## src/rtl/div_pkg.sv

```systemverilog
// Shared types and width helpers for the sequential restoring divider.
// Widths are functions of N so the top can be re-parameterized without touching this file.
package div_pkg;

    localparam int DIV_N = 4;

    typedef enum logic [1:0] {
        IDLE = 2'd0,
        RUN  = 2'd1,
        DONE = 2'd2
    } div_state_e;

    function automatic int dvd_w(input int n);
        return 2 * n;
    endfunction

    function automatic int rem_w(input int n);
        return n + 1;
    endfunction

    function automatic int cnt_w(input int n);
        return $clog2(2 * n);
    endfunction

endpackage

```

## src/rtl/div_step.sv

```systemverilog
// One combinational restoring-division step: shift in the next dividend bit,
// trial-subtract the divisor, keep the difference only when it does not go negative.
module div_step
    import div_pkg::*;
#(
    parameter int N = DIV_N
) (
    input  logic [N:0]   i_rem,
    input  logic         i_bit,
    input  logic [N-1:0] i_divisor,
    output logic [N:0]   o_rem,
    output logic         o_qbit
);

    logic [N+1:0] w_shift;
    logic [N:0]   w_diff;

    // i_rem < divisor on entry, so the N+1-bit difference is exact whenever o_qbit is set
    assign w_shift = {i_rem, i_bit};
    assign o_qbit  = (w_shift >= {2'b00, i_divisor});
    assign w_diff  = w_shift[N:0] - {1'b0, i_divisor};
    assign o_rem   = o_qbit ? w_diff : w_shift[N:0];

endmodule

```

## src/rtl/divider_8b.sv

```systemverilog
// Sequential unsigned divider: 2N-bit dividend / N-bit divisor, one quotient bit per clock,
// valid/ready on both sides. All outputs are registers or a decode of the state register.
module divider_8b
    import div_pkg::*;
#(
    parameter int N = DIV_N
) (
    input  logic                  clk,
    input  logic                  rst,
    input  logic                  in_valid,
    output logic                  in_ready,
    input  logic [dvd_w(N)-1:0]   dividend,
    input  logic [N-1:0]          divisor,
    output logic                  out_valid,
    input  logic                  out_ready,
    output logic [dvd_w(N)-1:0]   quotient,
    output logic [N-1:0]          remainder,
    output logic                  div_zero
);

    localparam int W2 = dvd_w(N);
    localparam int WR = rem_w(N);
    localparam int CW = cnt_w(N);

    div_state_e    r_state;
    div_state_e    w_state_nxt;
    logic [W2-1:0] r_q;
    logic [WR-1:0] r_rem;
    logic [N-1:0]  r_dvs;
    logic [CW-1:0] r_cnt;
    logic          r_dz;

    logic [WR-1:0] w_rem_nxt;
    logic          w_qbit;
    logic          w_accept;

    assign in_ready  = (r_state == IDLE);
    assign out_valid = (r_state == DONE);
    assign w_accept  = in_valid && in_ready;

    assign quotient  = r_q;
    assign remainder = r_rem[N-1:0];
    assign div_zero  = r_dz;

    div_step #(.N(N)) u_step (
        .i_rem     (r_rem),
        .i_bit     (r_q[W2-1]),
        .i_divisor (r_dvs),
        .o_rem     (w_rem_nxt),
        .o_qbit    (w_qbit)
    );

    always_ff @(posedge clk or posedge rst) begin
        if (rst) r_state <= IDLE;
        else     r_state <= w_state_nxt;
    end

    always_comb begin
        w_state_nxt = r_state;
        case (r_state)
            IDLE:    if (w_accept) w_state_nxt = (divisor == '0) ? DONE : RUN;
            RUN:     if (r_cnt == '0) w_state_nxt = DONE;
            DONE:    if (out_ready) w_state_nxt = IDLE;
            default: w_state_nxt = IDLE;
        endcase
    end

    // The quotient register doubles as the dividend shift register: dividend bits leave
    // at the top while quotient bits enter at the bottom.
    always_ff @(posedge clk or posedge rst) begin
        if (rst) begin
            r_q   <= '0;
            r_rem <= '0;
            r_dvs <= '0;
            r_cnt <= '0;
            r_dz  <= 1'b0;
        end else begin
            case (r_state)
                IDLE: begin
                    if (w_accept) begin
                        r_dvs <= divisor;
                        r_rem <= '0;
                        r_cnt <= CW'(W2 - 1);
                        if (divisor == '0) begin
                            r_q  <= '1;
                            r_dz <= 1'b1;
                        end else begin
                            r_q  <= dividend;
                            r_dz <= 1'b0;
                        end
                    end
                end
                RUN: begin
                    r_q   <= {r_q[W2-2:0], w_qbit};
                    r_rem <= w_rem_nxt;
                    if (r_cnt != '0) r_cnt <= r_cnt - CW'(1);
                end
                default: ;
            endcase
        end
    end

endmodule

```

## config.mk

```make
export PLATFORM = sky130hd
export DESIGN_NAME = divider_8b
export DESIGN_NICKNAME = d
export VERILOG_FILES = /design/src/rtl/div_pkg.sv /design/src/rtl/div_step.sv /design/src/rtl/divider_8b.sv
export SDC_FILE = /design/constraint.sdc
export NUM_CORES = 1
export LEC_CHECK = 0
export CAP_MARGIN = 20
export CORE_ASPECT_RATIO = 1.4
export CORE_MARGIN = 5
export CORE_UTILIZATION = 35
export CTS_CLUSTER_SIZE = 25
export DETAILED_ROUTE_END_ITERATION = 10
export GPL_TIMING_DRIVEN = 0
export SLEW_MARGIN = 10
export SYNTH_ARGS = -nofsm -noshare
export SYNTH_HDL_FRONTEND = slang
export SYNTH_SLANG_ARGS = --single-unit
export TNS_END_PERCENT = 50
```

## constraint.sdc

```tcl
create_clock -name clk -period 2.2 [get_ports clk]
set_clock_uncertainty 0.15 [all_clocks]
set_input_delay 0.22 -clock clk [delete_from_list [all_inputs] [get_ports clk]]
set_output_delay 0.22 -clock clk [all_outputs]
set_load 0.02 [all_outputs]
```

# Word-level counts from Yosys, hierarchy flattened
# Cells that the tools add are included.
# op_classes
n_lt_le_gt_ge	1
n_eq_ne	6
mux	15
n_addsub	2
n_reduce_logical	10
# op_table
op	count
8-bit two-way mux	2
8-bit one-hot mux with 2 select lines	1
5-bit two-way mux	2
5-bit one-hot mux with 2 select lines	1
2-bit two-way mux	4
6-bit by 4-bit >= comparator with 1-bit output	1
3-bit two-way mux	2
2-bit one-hot mux with 3 select lines	1
3-bit one-hot mux with 2 select lines	1
3-bit AND reduction	2
5-bit by 4-bit subtractor with 5-bit output	1
4-bit zero test	1
2-bit by 1-bit != test with 1-bit output (second input constant)	2
2-bit != test (second input constant)	2
2-bit AND reduction	2
3-bit zero test	1
3-bit nonzero test	1
3-bit by 1-bit subtractor with 3-bit output (second input constant)	1
2-bit by 1-bit equality test with 1-bit output (second input constant)	1
2-bit equality test (second input constant)	1
2-bit zero test	1
2-bit nonzero test	1
1-bit logical AND	1
1-bit two-way mux	1
# totals
register_bits	23
input_bits	16
wordCells	40
out_inout_bits	15

# Logic depth before layout (Yosys ltp)
# Gate-level depths: netlist of run 1.
# depth
depth_word	4
mapped_depth	7
mapped_depth_nobuf	7

# Hierarchy
# Synthesis of run 1 repeated with hierarchy kept, for this count alone.
# hier_totals
cells_unflattened	119
hier_area_um2	1298.7
# modules_own_cells
module	seq_area_each_um2	area_per_inst_um2	cells_per_inst	instances
divider_8b	575.6	1064.8	90	1
div_step	0.0	234.0	29	1

# Worst setup path after synthesis of run 1
# Ideal clock, no wire load.
# synth_timing
kind	register to register
from	reg r_q[7], in the netlist quotient[7]
to	reg r_rem[1]
stages_incl_launch_ff	8
setup_time_ns	0.122
arrival_time_ns	1.777
period_less_slack_ns	2.049
slack_ns	0.151
n_path_buf	0
required_ns	1.928
cell_sequence	dfrtp_1 > inv_1 > ha_1 > fa_1 > nand2b_1 > a21oi_2 > o21ai_0 > a32o_1
# synth_between
elab_chain_len	3
word_cells_on_any_way	4
classes_between	1 x add/sub; 1 x order compare; 2 x mux
# synth_lines
item	line_no	text
start, declared	divider_8b.sv:27	logic [W2-1:0] r_q;
start signal, assigned	divider_8b.sv:88	r_q <= dividend;
start signal, assigned	divider_8b.sv:94	r_q <= {r_q[W2-2:0], w_qbit};
5-bit by 4-bit subtractor with 5-bit output or 6-bit by 4-bit >= comparator with 1-bit output (tied branches)	div_step.sv:21, div_step.sv:20	
5-bit two-way mux *	div_step.sv:22	assign o_rem = o_qbit ? w_diff : w_shift[N:0];
5-bit one-hot mux with 2 select lines *	divider_8b.sv:78	case (r_state)
end signal, assigned	divider_8b.sv:95	r_rem <= w_rem_nxt;
end, declared	divider_8b.sv:28	logic [WR-1:0] r_rem;
# Mark *: on every way between the ends. The rest lies on a longest branch, timed or not.
# A chain may end at the register's enable or synchronous reset.

# Worst setup path after layout of run 1
# Ends and elaborated chain as after synthesis.

==> run metrics, run 1 <==
1st-iter DRT viols=36; r2r startpoint=quotient[7]$_DFFE_PP0P_; first-pass GRT wire length=5.15 mm; DP Area=0.00166 mm²; most frequent cells in the layout=clkdlybuf4s50_1, dfrtp_1, nor2_1, nand2_1; switching component of the power=1.27 mW; TNS Setup=0 ps; filler cell count=362; largest net degree at the start of global routing=24; placed insts=209; crit end category=register; max-cap viol count=0; Diodes inserted=0; status=complete, no violations; clock group share of total power=8.9%; leakage=0.759 nW; min Tclk post-route=2080 ps; flops & latches, synth=23; Layout area overhead=34.2%; Final Cycle Share=94.6%; Ports=31; post-route ant nets=0; R2R Setup Slk=120 ps; pwr dens=1680 mW/mm²; routability cong.=0.817; synthesized area per cell=9.52 µm²; Post-Syn Area=0.00130 mm²; remaining global-route overflow=0; switching portion of total power=43.4%; GRT Resource Usage Total=13.5%; Clock Path Buffers=2; Worst Setup Start Kind=register; drt wl/cell=14.2 µm; cts bufs inserted=3; Non-Filler Cell Area, Final=0.00175 mm²; layout cells sized above 1=15.4%; Critical Path Sink=r_rem[1]$_DFFE_PP0P_; Rel. slew slack=39.3%; clk_lat worst skew=260 ps; clock-pin slew on the worst setup and hold paths=80 ps; via-per-instance ratio=5.13; Initial Utilization=35.8%; register area share after synthesis=44.1%; NumNets Final=199; H-tree Lvls=1; setup repair after global routing missed its margin=no; Hold WC Path Type=input pin to async pin; first-pass iteration count of the detailed router=4; height of the die=82.2 µm; clock sink total=23; vias in the first global route=1139; commonest non-fill, non-tap cell in the layout=clkdlybuf4s50_1; combinational share of power=64.3%; Die ar.=0.00506 mm²; Die Span X=61.6 µm; Root Buffer=clkbuf_8; Layout Utilization=48.0%; Yosys Warn Count=0; Final Max Slew Viols=0; Layout Cells excl Fill=217; Peak VDD IR=0.981 mV; CTS tree=yes; Setup CP Type=register to register; Achievable Freq=480 MHz; Min Hold Slack=304 ps; IO buf count=30; Fin. Hold Viols=0; Routed WL=3.07 mm; DRC=0; Arr. time, crit path=2080 ps; reg2reg end=r_rem[1]$_DFFE_PP0P_; core region area=0.00364 mm²; vias=1113; std cell rows=26; CP Max Fanout=7; worst-margin pin slew=909 ps; Netlist cell types=36; # setup viols final=0; cell count after synthesis=137; Worst EP required=2200 ps; reg2reg path depth=8; initial antenna violation count=0; Pint=1.66 mW; HPWL Detailed=2.30 mm; worst setup path startpoint=quotient[7]$_DFFE_PP0P_; Synth Net Count=160; cts hold-fix bufs=0; Seq pwr share=26.8%
==> routing by layer <==
metal  track usage [%]  vias up  share of wire [%]  wire length [µm]
met3              2.80        4                4.5               139
li1                  -      548                  -                 -
met1              16.5      536                 42              1300
met2              23.0       25                 52              1590
met5                 0        -                  0                 0
met4              4.88        0                1.6                48
==> cells by family (layout without fill, tap and decap cells) <==
| group | after synthesis | in the layout | share of synthesized area (%) |
|---|---|---|---|
| compound gates | 38 | 38 | 19.5 |
| xor+xnor | 1 | 1 | 0.672 |
| fa+ha+maj | 7 | 7 | 7.29 |
| buf+inv | 19 | 57 | 7.68 |
| flops | 23 | 23 | 44.1 |
| mux | 3 | 3 | 2.59 |
| simple gates | 46 | 46 | 18.1 |
==> power by group through the flow <==
stage	Sequential, mW	Combinational [mW]	Clock (mW)
after global placement	0.789	1.65	0
after CTS	0.790	1.82	0.272
final	0.787	1.88	0.260
after global routing	0.812	2.08	0.289
after detailed placement	0.795	1.70	0
after floorplan	0.844	1.10	0
==> worst max-delay path: stages, from the launching register on <==
cell and delay, ps:
dfrtp_1 410, inv_1 70, ha_1 170, fa_2 220, nand2b_4 140, a21oi_4 80, buf_4 140, or3_1 330
a32o_1 250
==> synthesized netlist by cell type <==
| library cell | instances | share of area (%) |
|---|---|---|
| a32o_1 | 1 | 0.77 |
| o21bai_1 | 1 | 0.58 |
| ha_1 | 6 | 5.8 |
| o22ai_1 | 3 | 1.4 |
| or3_1 | 1 | 0.48 |
| o31a_1 | 1 | 0.67 |
| nor3b_1 | 1 | 0.58 |
| o2111ai_1 | 1 | 0.67 |
| nor3b_4 | 1 | 1.4 |
| dfrtp_1 | 23 | 44 |
| nor4_4 | 1 | 1.6 |
| o22ai_2 | 1 | 0.96 |
| o21ai_4 | 1 | 1.2 |
| xnor2_1 | 1 | 0.67 |
| nand2b_1 | 3 | 1.4 |
| nand2_1 | 16 | 4.6 |
| a21oi_1 | 8 | 3.1 |
| clkbuf_2 | 1 | 0.38 |
| a22oi_1 | 4 | 2.3 |
| nor2_1 | 17 | 4.9 |
| buf_2 | 1 | 0.38 |
| o21ai_0 | 12 | 4.6 |
| fa_1 | 1 | 1.5 |
| a21o_1 | 1 | 0.58 |
| mux2_2 | 3 | 2.6 |
| buf_4 | 7 | 4.0 |
| nor2b_1 | 2 | 0.96 |
| inv_1 | 10 | 2.9 |
| a21oi_2 | 1 | 0.67 |
| o311ai_0 | 1 | 0.67 |
| nand3_1 | 1 | 0.38 |
| o32ai_1 | 1 | 0.67 |
| or3b_1 | 1 | 0.67 |
| o21a_1 | 1 | 0.58 |
| nor3_1 | 1 | 0.38 |
| nand2b_2 | 1 | 0.67 |
==> how the worst min path moves through the flow <==
stage                     cells past startpoint                     end
final                                         2  r_state[0]$_DFFE_PP0P_
after global routing                          1    r_cnt[0]$_DFFE_PP0P_
after CTS                                     2  r_state[0]$_DFFE_PP0P_
after detailed placement                      1    r_cnt[0]$_DFFE_PP0P_
after global placement                        1    r_cnt[0]$_DFFE_PP0P_
after floorplan                               1    div_zero$_DFFE_PP0P_
==> flip-flops by register name (all words and copies together) (netlist names) <==
name and cells:
r_rem 5, r_state 2, quotient 8, r_dvs 4, r_cnt 3, div_zero 1
==> layout make-up <==
class	count	area, µm²	share of cell area (%)
flip-flops and latches	23	576	32.9
multi-input cells	95	646	36.9
inverters	10	37.5	2.15
repair buffers	34	330	18.9
well taps	42	52.6	3.00
clock buffers	4	45.0	2.58
plain buffers	9	62.6	3.58
==> repair_timing <==
item                                    CTS  global route
buffers inserted                          2             2
endpoints found under the setup margin    3             5
resized for setup                         1             3
pin swaps                                 1             1
==> stage by stage <==
step,worst slack (ps),power (mW)
5_1_grt,0.890,3.18
3_3_place_gp,-44.0,2.44
2_1_floorplan,151,1.95
6_report,119,2.93
3_5_place_dp,-87.8,2.50
4_1_cts,8.26,2.88
No activity file was read; power rests on OpenSTA's default activity.
==> run 2, diff against run 1 <==
--- a/config.mk
+++ b/config.mk
@@ -6,10 +6,9 @@
 export NUM_CORES = 1
 export LEC_CHECK = 0
 export CAP_MARGIN = 20
-export CORE_ASPECT_RATIO = 1.4
 export CORE_MARGIN = 5
 export CORE_UTILIZATION = 35
-export CTS_CLUSTER_SIZE = 25
+export CTS_CLUSTER_SIZE = 14
 export DETAILED_ROUTE_END_ITERATION = 10
 export GPL_TIMING_DRIVEN = 0
 export SLEW_MARGIN = 10
==> run 2 against run 1 <==
  * Flip-flop and latch count did not move
  * Clock power barely moved
  * First-iteration DRC count rose by 19%
  * Register-to-register slack got worse by 20 ps
  * Clock-buffer cell count did not move
  * Non-clock buffer count fell by 1
  * Via count fell by 0.81%
  * Cell count rose by 2.3%
==> run metrics, run 2 (same netlist as run 1, synthesis figures left out) <==
CTS tree=yes; R2R Setup Slk=100 ps; Hold WC Path Type=input pin to async pin; drt wl/cell=13.9 µm; pwr dens=1680 mW/mm²; cts bufs inserted=3; largest net degree at the start of global routing=24; Routed WL=3.08 mm; layout cells sized above 1=14.9%; leakage=0.755 nW; status=complete, no violations; M1 GR Usage=16.1%; Layout Utilization=48.2%; # setup viols final=0; Power, Total=2.95 mW; 1st-iter DRT viols=43; placed insts=215; vias in the first global route=1078; worst stage delay on the critical path=430 ps; reg2reg path depth=8; post-route ant nets=0; sequential cell area=576 µm²; remaining global-route overflow=0; Ports=31; HPWL Detailed=2.31 mm; reg2reg end=r_rem[1]$_DFFE_PP0P_; Initial Utilization=35.9%; setup repair after global routing missed its margin=no; NumNets Final=198; Critical Path Sink=r_rem[1]$_DFFE_PP0P_; most frequent cells in the layout=clkdlybuf4s50_1, dfrtp_1, nor2_1, nand2_1, o21ai_0; Die ar.=0.00505 mm²; first-pass iteration count of the detailed router=4; clk_lat worst skew=260 ps; Layout area overhead=34.5%; slowest stage cell, crit path=dfrtp_1; max-cap viol count=0; clock-pin slew on the worst setup and hold paths=80 ps; first-pass GRT wire length=5.09 mm; worst-margin pin slew=888 ps; GR peak layer=met2; vias=1104; Achievable Freq=475 MHz; Crit path depth=8; r2r startpoint=quotient[7]$_DFFE_PP0P_; Root Buffer=clkbuf_8; Layout Cells excl Fill=222; IO buf count=30; DRC=0; commonest non-fill, non-tap cell in the layout=clkdlybuf4s50_1; Fin. Hold Viols=0; Min Hold Slack=294 ps; Worst Setup Start Kind=register; CP Max Fanout=6; GR Util met2=21.8%; Final Cycle Share=95.6%; Arr. time, crit path=2110 ps; Rel. slew slack=40.8%; Final Max Slew Viols=0; Setup CP Type=register to register; Worst EP required=2210 ps; cts hold-fix bufs=0; filler cell count=356; crit path cell chain=inv_1 -> ha_1 -> fa_2 -> nand2b_4 -> a21oi_4 -> buf_6 -> or3_1 -> a32o_1; GRT Resource Usage Total=12.7%; met3 usage=3.69%; Peak VDD IR=0.673 mV; initial antenna violation count=0; H-tree Lvls=1; routability cong.=0.854; worst setup path startpoint=quotient[7]$_DFFE_PP0P_; min Tclk post-route=2100 ps; Die Span X=71.0 µm; std cell rows=22; max FFs per register=8; clock sink total=23; via-per-instance ratio=4.97; core region area=0.00363 mm²; Multi-input gate area=646 µm²; Clock Path Buffers=2; Buf/Inv on CP=2; height of the die=71.0 µm; CP top delay family=simple AND/OR/NAND/NOR gates; Diodes inserted=0; crit end category=register
-- run 2: cell types whose count changed in the layout (fill, tap and decap cells not counted) --
cell,change
buf_4,-2
o21ai_1,-1
o21ai_0,+1
buf_6,+1
-- run 2: metal layers --
layer	part of all wire, %	wire [µm]
met3	4.4	134
met2	50	1530
met4	0.45	14
met5	0	0
met1	46	1400
-- run 2: how the worst min path moves through the flow --
stage                    startpoint                      end  slack (ps)
3_5_place_dp   r_cnt[0]$_DFFE_PP0P_     r_cnt[0]$_DFFE_PP0P_         330
6_report                        rst  quotient[1]$_DFFE_PP0P_         290
3_3_place_gp   r_cnt[0]$_DFFE_PP0P_     r_cnt[0]$_DFFE_PP0P_         300
5_1_grt        r_cnt[0]$_DFFE_PP0P_     r_cnt[0]$_DFFE_PP0P_         370
2_1_floorplan                   rst     div_zero$_DFFE_PP0P_          70
4_1_cts                         rst  quotient[4]$_DFFE_PP0P_         330
-- run 2: cell type report --
type,count,share of cell area [%]
sequential,23,32.8
tap,48,3.43
timing repair buffer,33,18.6
buffer,9,3.57
inverter,10,2.14
clock buffer,4,2.57
multi-input combinational,95,36.8
-- run 2: repair_timing --
action,CTS,global route
setup endpoints to repair,3,3
resized for setup,1,5
buffers inserted,0,3
pin swaps,0,1
-- run 2: report_power, final --
group | internal (mW) | switching (mW) | leakage [nW] | total [mW]
logic | 0.903 | 0.994 | 0.459 | 1.90
registers | 0.638 | 0.150 | 0.273 | 0.788
clock network | 0.129 | 0.131 | 0.0228 | 0.260
total | 1.67 | 1.28 | 0.755 | 2.95
-- run 2: through the flow --
stage	cell area, µm²	setup slack (ps)	setup TNS [ps]
final	1750	96.1	0
after floorplan	1300	151	0
after detailed placement	1660	-85.3	-96.5
after global routing	1750	31.5	0
after global placement	1660	-60.4	-60.4
after CTS	1720	7.15	0
